===== src/rtl/uart_rx.sv =====
// uart_rx: mid-bit sampling UART receiver recovering 8N1 frames from an asynchronous pin.
// Define UART_RX_PARITY_EN to receive 8E1 frames with even-parity checking instead.
module uart_rx #(
    parameter int CLKS_PER_BIT = 868
) (
    input  logic       clk,
    input  logic       rst_n,
    input  logic       rx,
    output logic [7:0] uart_rx_data,
    output logic       uart_rx_valid,
    output logic       frame_err,
    output logic       parity_err,
    output logic       busy
);

    localparam int CW = $clog2(CLKS_PER_BIT);
    localparam logic [CW-1:0] HALF_M1 = CW'(CLKS_PER_BIT / 2 - 1);
    localparam logic [CW-1:0] BIT_M1  = CW'(CLKS_PER_BIT - 1);

    typedef enum logic [2:0] {
        IDLE,
        START,
        DATA,
`ifdef UART_RX_PARITY_EN
        PARITY,
`endif
        STOP,
        WAIT_IDLE
    } state_e;

    state_e        state_q, state_d;
    logic          rx_meta_q, rx_s_q;
    logic [CW-1:0] cnt_q, cnt_d;
    logic [2:0]    bit_q, bit_d;
    logic [7:0]    shift_q, shift_d;
    logic [7:0]    data_q, data_d;
    logic          valid_q, valid_d;
    logic          ferr_q, ferr_d;
`ifdef UART_RX_PARITY_EN
    logic          par_err_q, par_err_d;
    logic          perr_q, perr_d;
`endif
    logic          tick;

    assign tick = (cnt_q == '0);

    always_ff @(posedge clk or negedge rst_n) begin
        if (!rst_n) begin
            rx_meta_q <= 1'b1;
            rx_s_q    <= 1'b1;
        end else begin
            rx_meta_q <= rx;
            rx_s_q    <= rx_meta_q;
        end
    end

    always_ff @(posedge clk or negedge rst_n) begin
        if (!rst_n) begin
            state_q <= IDLE;
        end else begin
            state_q <= state_d;
        end
    end

    always_ff @(posedge clk or negedge rst_n) begin
        if (!rst_n) begin
            cnt_q     <= '0;
            bit_q     <= 3'd0;
            shift_q   <= 8'h00;
            data_q    <= 8'h00;
            valid_q   <= 1'b0;
            ferr_q    <= 1'b0;
`ifdef UART_RX_PARITY_EN
            par_err_q <= 1'b0;
            perr_q    <= 1'b0;
`endif
        end else begin
            cnt_q     <= cnt_d;
            bit_q     <= bit_d;
            shift_q   <= shift_d;
            data_q    <= data_d;
            valid_q   <= valid_d;
            ferr_q    <= ferr_d;
`ifdef UART_RX_PARITY_EN
            par_err_q <= par_err_d;
            perr_q    <= perr_d;
`endif
        end
    end

    // The counter reloads a full bit period on every expiry, so each timed
    // state only has to act on tick; IDLE preloads the half-bit delay.
    always_comb begin
        state_d   = state_q;
        cnt_d     = tick ? BIT_M1 : cnt_q - CW'(1);
        bit_d     = bit_q;
        shift_d   = shift_q;
`ifdef UART_RX_PARITY_EN
        par_err_d = par_err_q;
`endif
        case (state_q)
            IDLE: begin
                cnt_d = HALF_M1;
                if (!rx_s_q) begin
                    state_d = START;
                end
            end
            START: begin
                if (tick) begin
                    bit_d   = 3'd0;
                    state_d = rx_s_q ? IDLE : DATA;
`ifdef UART_RX_PARITY_EN
                    par_err_d = 1'b0;
`endif
                end
            end
            DATA: begin
                if (tick) begin
                    shift_d = {rx_s_q, shift_q[7:1]};
                    bit_d   = bit_q + 3'd1;
                    if (bit_q == 3'd7) begin
`ifdef UART_RX_PARITY_EN
                        state_d = PARITY;
`else
                        state_d = STOP;
`endif
                    end
                end
            end
`ifdef UART_RX_PARITY_EN
            PARITY: begin
                if (tick) begin
                    par_err_d = (^shift_q) ^ rx_s_q;
                    state_d   = STOP;
                end
            end
`endif
            STOP: begin
                if (tick) begin
                    state_d = rx_s_q ? IDLE : WAIT_IDLE;
                end
            end
            WAIT_IDLE: begin
                if (rx_s_q) begin
                    state_d = IDLE;
                end
            end
            default: begin
                state_d = IDLE;
            end
        endcase
    end

    // A low stop bit outranks a parity mismatch, so at most one pulse fires.
    always_comb begin
        data_d  = data_q;
        valid_d = 1'b0;
        ferr_d  = 1'b0;
`ifdef UART_RX_PARITY_EN
        perr_d  = 1'b0;
`endif
        if (state_q == STOP && tick) begin
            if (!rx_s_q) begin
                ferr_d = 1'b1;
            end
`ifdef UART_RX_PARITY_EN
            else if (par_err_q) begin
                perr_d = 1'b1;
            end
`endif
            else begin
                valid_d = 1'b1;
                data_d  = shift_q;
            end
        end
    end

    assign uart_rx_data  = data_q;
    assign uart_rx_valid = valid_q;
    assign frame_err     = ferr_q;
    assign busy          = (state_q != IDLE);
`ifdef UART_RX_PARITY_EN
    assign parity_err    = perr_q;
`else
    assign parity_err    = 1'b0;
`endif

endmodule


===== config.mk =====
export PLATFORM = sky130hd
export DESIGN_NAME = uart_rx
export DESIGN_NICKNAME = d
export VERILOG_FILES = /design/src/rtl/uart_rx.sv
export SDC_FILE = /design/constraint.sdc
export NUM_CORES = 1
export LEC_CHECK = 0
export ABC_AREA = 1
export ABC_CLOCK_PERIOD_IN_PS = 1950
export CORE_MARGIN = 3
export CORE_UTILIZATION = 38
export CTS_CLUSTER_SIZE = 14
export DETAILED_ROUTE_END_ITERATION = 12
export PLACE_DENSITY = 0.61
export SYNTH_ARGS = -nofsm -noshare
export SYNTH_HDL_FRONTEND = slang
export SYNTH_SLANG_ARGS = --single-unit

===== constraint.sdc =====
create_clock -name clk -period 1.95 [get_ports clk]
set_clock_uncertainty 0.2 [all_clocks]
set_input_delay 0.39 -clock clk [delete_from_list [all_inputs] [get_ports clk]]
set_output_delay 0.39 -clock clk [all_outputs]
set_load 0.01 [all_outputs]

==> results of run 1 <==
[power breakdown]
group / switching (uW) / leakage (uW) / internal (uW)
Combinational: 18.8 / 0.000498 / 5.79
Sequential: 0.914 / 0.000476 / 750
Clock: 267 / 0.0000445 / 287
Total: 287 / 0.00102 / 1040
[flip-flops by register name (all words and copies together) (netlist names)]
| signal | count |
|---|---|
| rx_meta_q | 1 |
| bit_q | 3 |
| frame_err | 1 |
| cnt_q | 10 |
| uart_rx_data | 8 |
| uart_rx_valid | 1 |
| rx_s_q | 1 |
| shift_q | 8 |
| state_q | 3 |
[metrics by stage]
stage / std cells / util [%] / setup slack [ns] / hold slack, ns / cell area, sq um
after floorplan: 189 / - / 0.347 / -0.106 / 1650
after global placement: 257 / 45.8 / 0.103 / 0.148 / 1870
after detailed placement: 257 / 45.8 / 0.0849 / 0.147 / 1870
after CTS: 266 / 48.3 / 0.00648 / 0.157 / 1980
after global routing: 269 / 49.0 / 0.00326 / 0.165 / 2000
final: 269 / 49.0 / 0.0536 / 0.157 / 2000
[worst paths after layout]
| kind | to | slack [ns] | cells after the start |
|---|---|---|---|
| setup / recovery | busy | 0.05 | 5 |
| setup reg to reg | uart_rx_data[6] | 0.23 | 7 |
| max in group asynchronous | rx_s_q | 0.72 | 3 |
| hold reg to reg | rx_s_q | 0.16 | 0 |
| hold / removal | rx_s_q | 0.16 | 0 |
| min in group asynchronous | cnt_q[5] | 0.47 | 3 |
[per-layer routing]
layer	vias to the layer above	wire length [microns]	track usage [%]
li1	660	-	-
met1	583	1460	18.0
met2	27	1440	21.3
met3	4	131	3.09
met4	0	38	5.85
met5	-	0	0
[kinds of logic after synthesis]
logic type	after synthesis	synth area share (%)
simple gates	111	31.6
flops	36	54.8
buf+inv	21	5.77
compound gates	16	4.86
fa+ha+maj	3	2.28
xor+xnor	1	0.531
other cells	1	0.227
[layout make-up]
type | instances | area [sq um] | share of cell area (%)
flip-flops and latches | 36 | 903 | 45.2
multi-input cells | 132 | 656 | 32.8
repair buffers | 24 | 209 | 10.4
clock buffers | 7 | 86.3 | 4.32
inverters | 19 | 76.3 | 3.81
well taps | 50 | 62.6 | 3.13
clock inverters | 1 | 7.51 | 0.375
[cell usage in the layout, fill, tap and decap left out]
master           count
a21oi_1              5
buf_2                1
buf_4               10
clkbuf_1             1
clkbuf_8             6
clkdlybuf4s50_1     11
clkinv_4             1
clkinvlp_4           1
conb_1               1
dfrtp_1             34
dfstp_2              2
dlygate4sd2_1        1
dlygate4sd3_1        1
ha_1                 3
inv_1               15
inv_2                3
nand2_1             63
nand2_2              3
nand3_1             17
nand3_2              1
nand3_4              1
nand3b_1             3
nand4_1              1
nor2_1              12
nor2_2               4
nor2_4               2
nor3_1               1
nor3_4               1
nor3b_1              2
o21ai_0             11
xor2_1               1
[worst reg2reg max path, delay by kind of cell (launching register included)]
family	cells	cell delay, ns
buffers and inverters	1	0.11
flip-flops	1	0.39
AND/OR/NAND/NOR	5	0.72
adder cells (fa/ha/maj)	1	0.21
[repair_timing]
action                                 in CTS  in global routing
hold buffers                                1                  0
setup buffers                               0                  3
pin swaps                                   0                  2
endpoints found under the hold margin      34                  0
gates resized for setup                     2                  2
setup endpoints to repair                   1                  4
==> impl_metrics.tcl, run 1 <==
set metrics [dict create \
    status "completed" \
    drc_errors 0 \
    synth_fp_nets 195 \
    worstSetupEndpointType "primary output" \
    critPathLaunchType "flop" \
    synth_cell_types 25 \
    vias 1274 \
    port_buffers 13 \
    async_reset_ff_share_pct 100 \
    drv_cap 0 \
    core_sq_mm 0.00409 \
    clk_latency_ns 0.28 \
    synth_enable_flop_cells 0 \
    die_w_microns 71.9 \
    synth.avg_cell_area_sq_um 8.73 \
    cp_num_buf_inv 3 \
    drt_wl_total_microns 3070 \
    cts_max_level 2 \
    hpwl_microns 2080 \
    ioPinCount 15 \
    drtIter0Drc 84 \
    gr-total-overflow 0 \
    cp.required_ns 1.36 \
    ant_nets 0 \
    reg2reg_from "cnt_q[0]" \
    crit_start "state_q[0]" \
    powerDensity_mw_per_mm2 664 \
    ys_seq_area_share_pct 54.8 \
    period_share_pct 97.3 \
    areaGrowthSynthToFinish_pct 21.3 \
    slew_violations 0 \
    synth_ff_type "dfrtp_1" \
    die_h_microns 71.9 \
    synth_seq_cells 36 \
    grt_pass1_vias 1279 \
    fill_cells 414 \
    final_nets 224 \
    syn_area_sq_mm 0.00165 \
    drt_first_pass_iters 4 \
    setup_viol 0 \
    clkTransAtPathRegs_ns 0.07 \
    synth.top_cells.by_count "64 x nand2_1, 34 x dfrtp_1, 17 x nand3_1" \
    path_delay_family "flip-flops" \
    antenna_found_initial 0 \
    yosysWarnings 0 \
    yosysTopAreaCell "dfrtp_1" \
    cts_buffer_depth 2 \
    yosysMostFrequentCell "nand2_1" \
    rsz0062_at_grt "no" \
    gp_congestion 0.772 \
    p_leak_uw 0.00102 \
    root_buffer "clkbuf_8" \
    crit_path_top_delay_cell "dfrtp_1" \
    yosysTopAreaCellShare_pct 51.6 \
    cts_tree "yes" \
    numCtsBuffers 5 \
    critPathMaxFanout 3 \
    cp.arrival_ns 1.31 \
    grt_pass1_wl_microns 5460 \
    fmax_mhz 527 \
    viasPerCell 4.74 \
    synth_cells 189 \
    grt_usage_pct 13.6 \
    final_hold_viol_count 0 \
    hp-start "rx_meta_q" \
    start_util_pct 40.4 \
    die_area_sq_mm 0.00517 \
    max-vdd-ir-drop_uv 379 \
    min_period_ns 1.90 \
    grt_max_degree 37 \
    holdCritPathClass "flop to flop" \
    drive_gt1_share_pct 16.4 \
    fin_tns_setup_ns 0 \
    wl_per_cell_microns 11.4 \
    synth_area_leaders "dfrtp_1 52%, nand2_1 15%, nand3_1 5.2%" \
    antenna_cells 0 \
    clkSinkCount 36 \
    cp_slowest_stage_delay_ns 0.41 \
    path_cells "inv_2, nand2_2, nor2_2, inv_2, dlygate4sd2_1" \
    p_total_uw 1330 \
    crit_type "flop to primary output" \
    crit_path_frequent_cell "inv_2" \
    rows 23 \
]
Power figures use the tool's default switching activity.
==> inputs of run 2 (changes only) <==
CTS_BUF_LIST = sky130_fd_sc_hd__clkbuf_8   (was unset)
==> run 2 against run 1 <==
Net effect: fmax rose by 0.19%; non-clock buffer count is the same; flip-flop and latch count stayed put; critical path type unchanged; critical endpoint unchanged.
==> impl_metrics.tcl, run 2 (synthesized netlist as in run 1, its figures left out) <==
set metrics [dict create \
    status "completed" \
    p_leak_uw 0.00102 \
    cts_max_level 2 \
    drtIter0Drc 92 \
    rows 23 \
    hp-start "rx_meta_q" \
    viasPerCell 4.71 \
    largest-register "cnt_q" \
    die_w_microns 71.9 \
    antenna_cells 0 \
    gr-total-overflow 0 \
    die_area_sq_mm 0.00517 \
    antenna_found_initial 0 \
    crit_start "state_q[0]" \
    worstSetupEndpointType "primary output" \
    holdCritPathClass "flop to flop" \
    drt_first_pass_iters 5 \
    cts_buffer_depth 2 \
    path_cells "inv_2, nand2_2, nor2_2, inv_2, dlygate4sd2_1" \
    crit_path_frequent_cell "inv_2" \
    grt_pass1_vias 1277 \
    core_sq_mm 0.00409 \
    cp_slowest_stage_delay_ns 0.41 \
    critPathLaunchType "flop" \
    grt_usage_pct 13.6 \
    cp.required_ns 1.36 \
    port_buffers 13 \
    hpwl_microns 2080 \
    postLayoutCoreUtil_pct 49.0 \
    path_delay_family "flip-flops" \
    setup_viol 0 \
    start_util_pct 40.4 \
    numCtsBuffers 5 \
    final_nets 224 \
    final_cell_mix "63 x nand2_1, 34 x dfrtp_1, 17 x nand3_1" \
    cts_tree "yes" \
    die_h_microns 71.9 \
    max-vdd-ir-drop_uv 381 \
    areaGrowthSynthToFinish_pct 21.3 \
    root_buffer "clkbuf_8" \
    p_total_uw 1320 \
    clk_latency_ns 0.28 \
    crit_path_top_delay_cell "dfrtp_1" \
    fmax_mhz 528 \
    period_share_pct 97.1 \
    rsz0062_at_grt "no" \
    critPathMaxFanout 3 \
    drv_cap 0 \
    vias 1266 \
    drc_errors 0 \
    grt_pass1_wl_microns 5460 \
    cp.arrival_ns 1.30 \
    drive_gt1_share_pct 16.4 \
    grt_max_degree 37 \
    cp_num_buf_inv 3 \
    gp_congestion 0.772 \
    reg2reg_from "cnt_q[0]" \
    ioPinCount 15 \
    ant_nets 0 \
    largest_reg_flops 10 \
    slew_violations 0 \
    clkTransAtPathRegs_ns 0.07 \
    wl_per_cell_microns 11.4 \
    powerDensity_mw_per_mm2 661 \
    crit_type "flop to primary output" \
    final_hold_viol_count 0 \
    drt_wl_total_microns 3080 \
    clkSinkCount 36 \
    final_common_cell "nand2_1" \
    min_period_ns 1.89 \
    fin_tns_setup_ns 0 \
]
-- run 2: layout make-up --
class / count / area (sq um)
flip-flops and latches: 36 / 903
fillers: 414 / 2090
inverters: 19 / 76.3
clock buffers: 6 / 82.6
clock inverters: 2 / 11.3
multi-input cells: 132 / 656
repair buffers: 24 / 209
well taps: 50 / 62.6
-- run 2: worst paths after layout --
path / to / depth (start not counted) / slack [ns]
min: rx_s_q / 0 / 0.16
max in group asynchronous: rx_s_q / 3 / 0.73
max reg2reg: uart_rx_data[6] / 7 / 0.23
min in group asynchronous: cnt_q[5] / 3 / 0.47
max: busy / 5 / 0.06
min reg2reg: rx_s_q / 0 / 0.16
-- run 2: report_power, final --
group          leakage, uW  internal [uW]  total [uW]  switching (uW)
Combinational     0.000498           5.79        24.4            18.7
Sequential        0.000476            750         751           0.921
Clock            0.0000486            282         547             265
-- run 2: what timing repair did --
item	4_1_cts	5_1_grt
endpoints found under the hold margin	34	0
hold buffers	1	0
pin swaps	0	2
buffers inserted	0	3
resized for setup	2	2
endpoints found under the setup margin	1	4
-- run 2: through the flow --
stage	cells	cell area (sq um)	setup slack, ns	hold WS [ns]
2_1_floorplan	189	1650	0.347	-0.106
3_3_place_gp	257	1870	0.103	0.148
3_5_place_dp	257	1870	0.0849	0.147
4_1_cts	266	1980	0.00648	0.157
5_1_grt	269	2000	0.00326	0.165
6_report	269	2000	0.0572	0.157
-- run 2: routing by layer --
| layer | wire length (microns) | global-route usage, % | part of all wire, % |
|---|---|---|---|
| met1 | 1460 | 18.0 | 47 |
| met2 | 1440 | 21.3 | 47 |
| met3 | 139 | 3.09 | 4.5 |
| met4 | 38 | 5.85 | 1.2 |
| met5 | 0 | 0 | 0 |
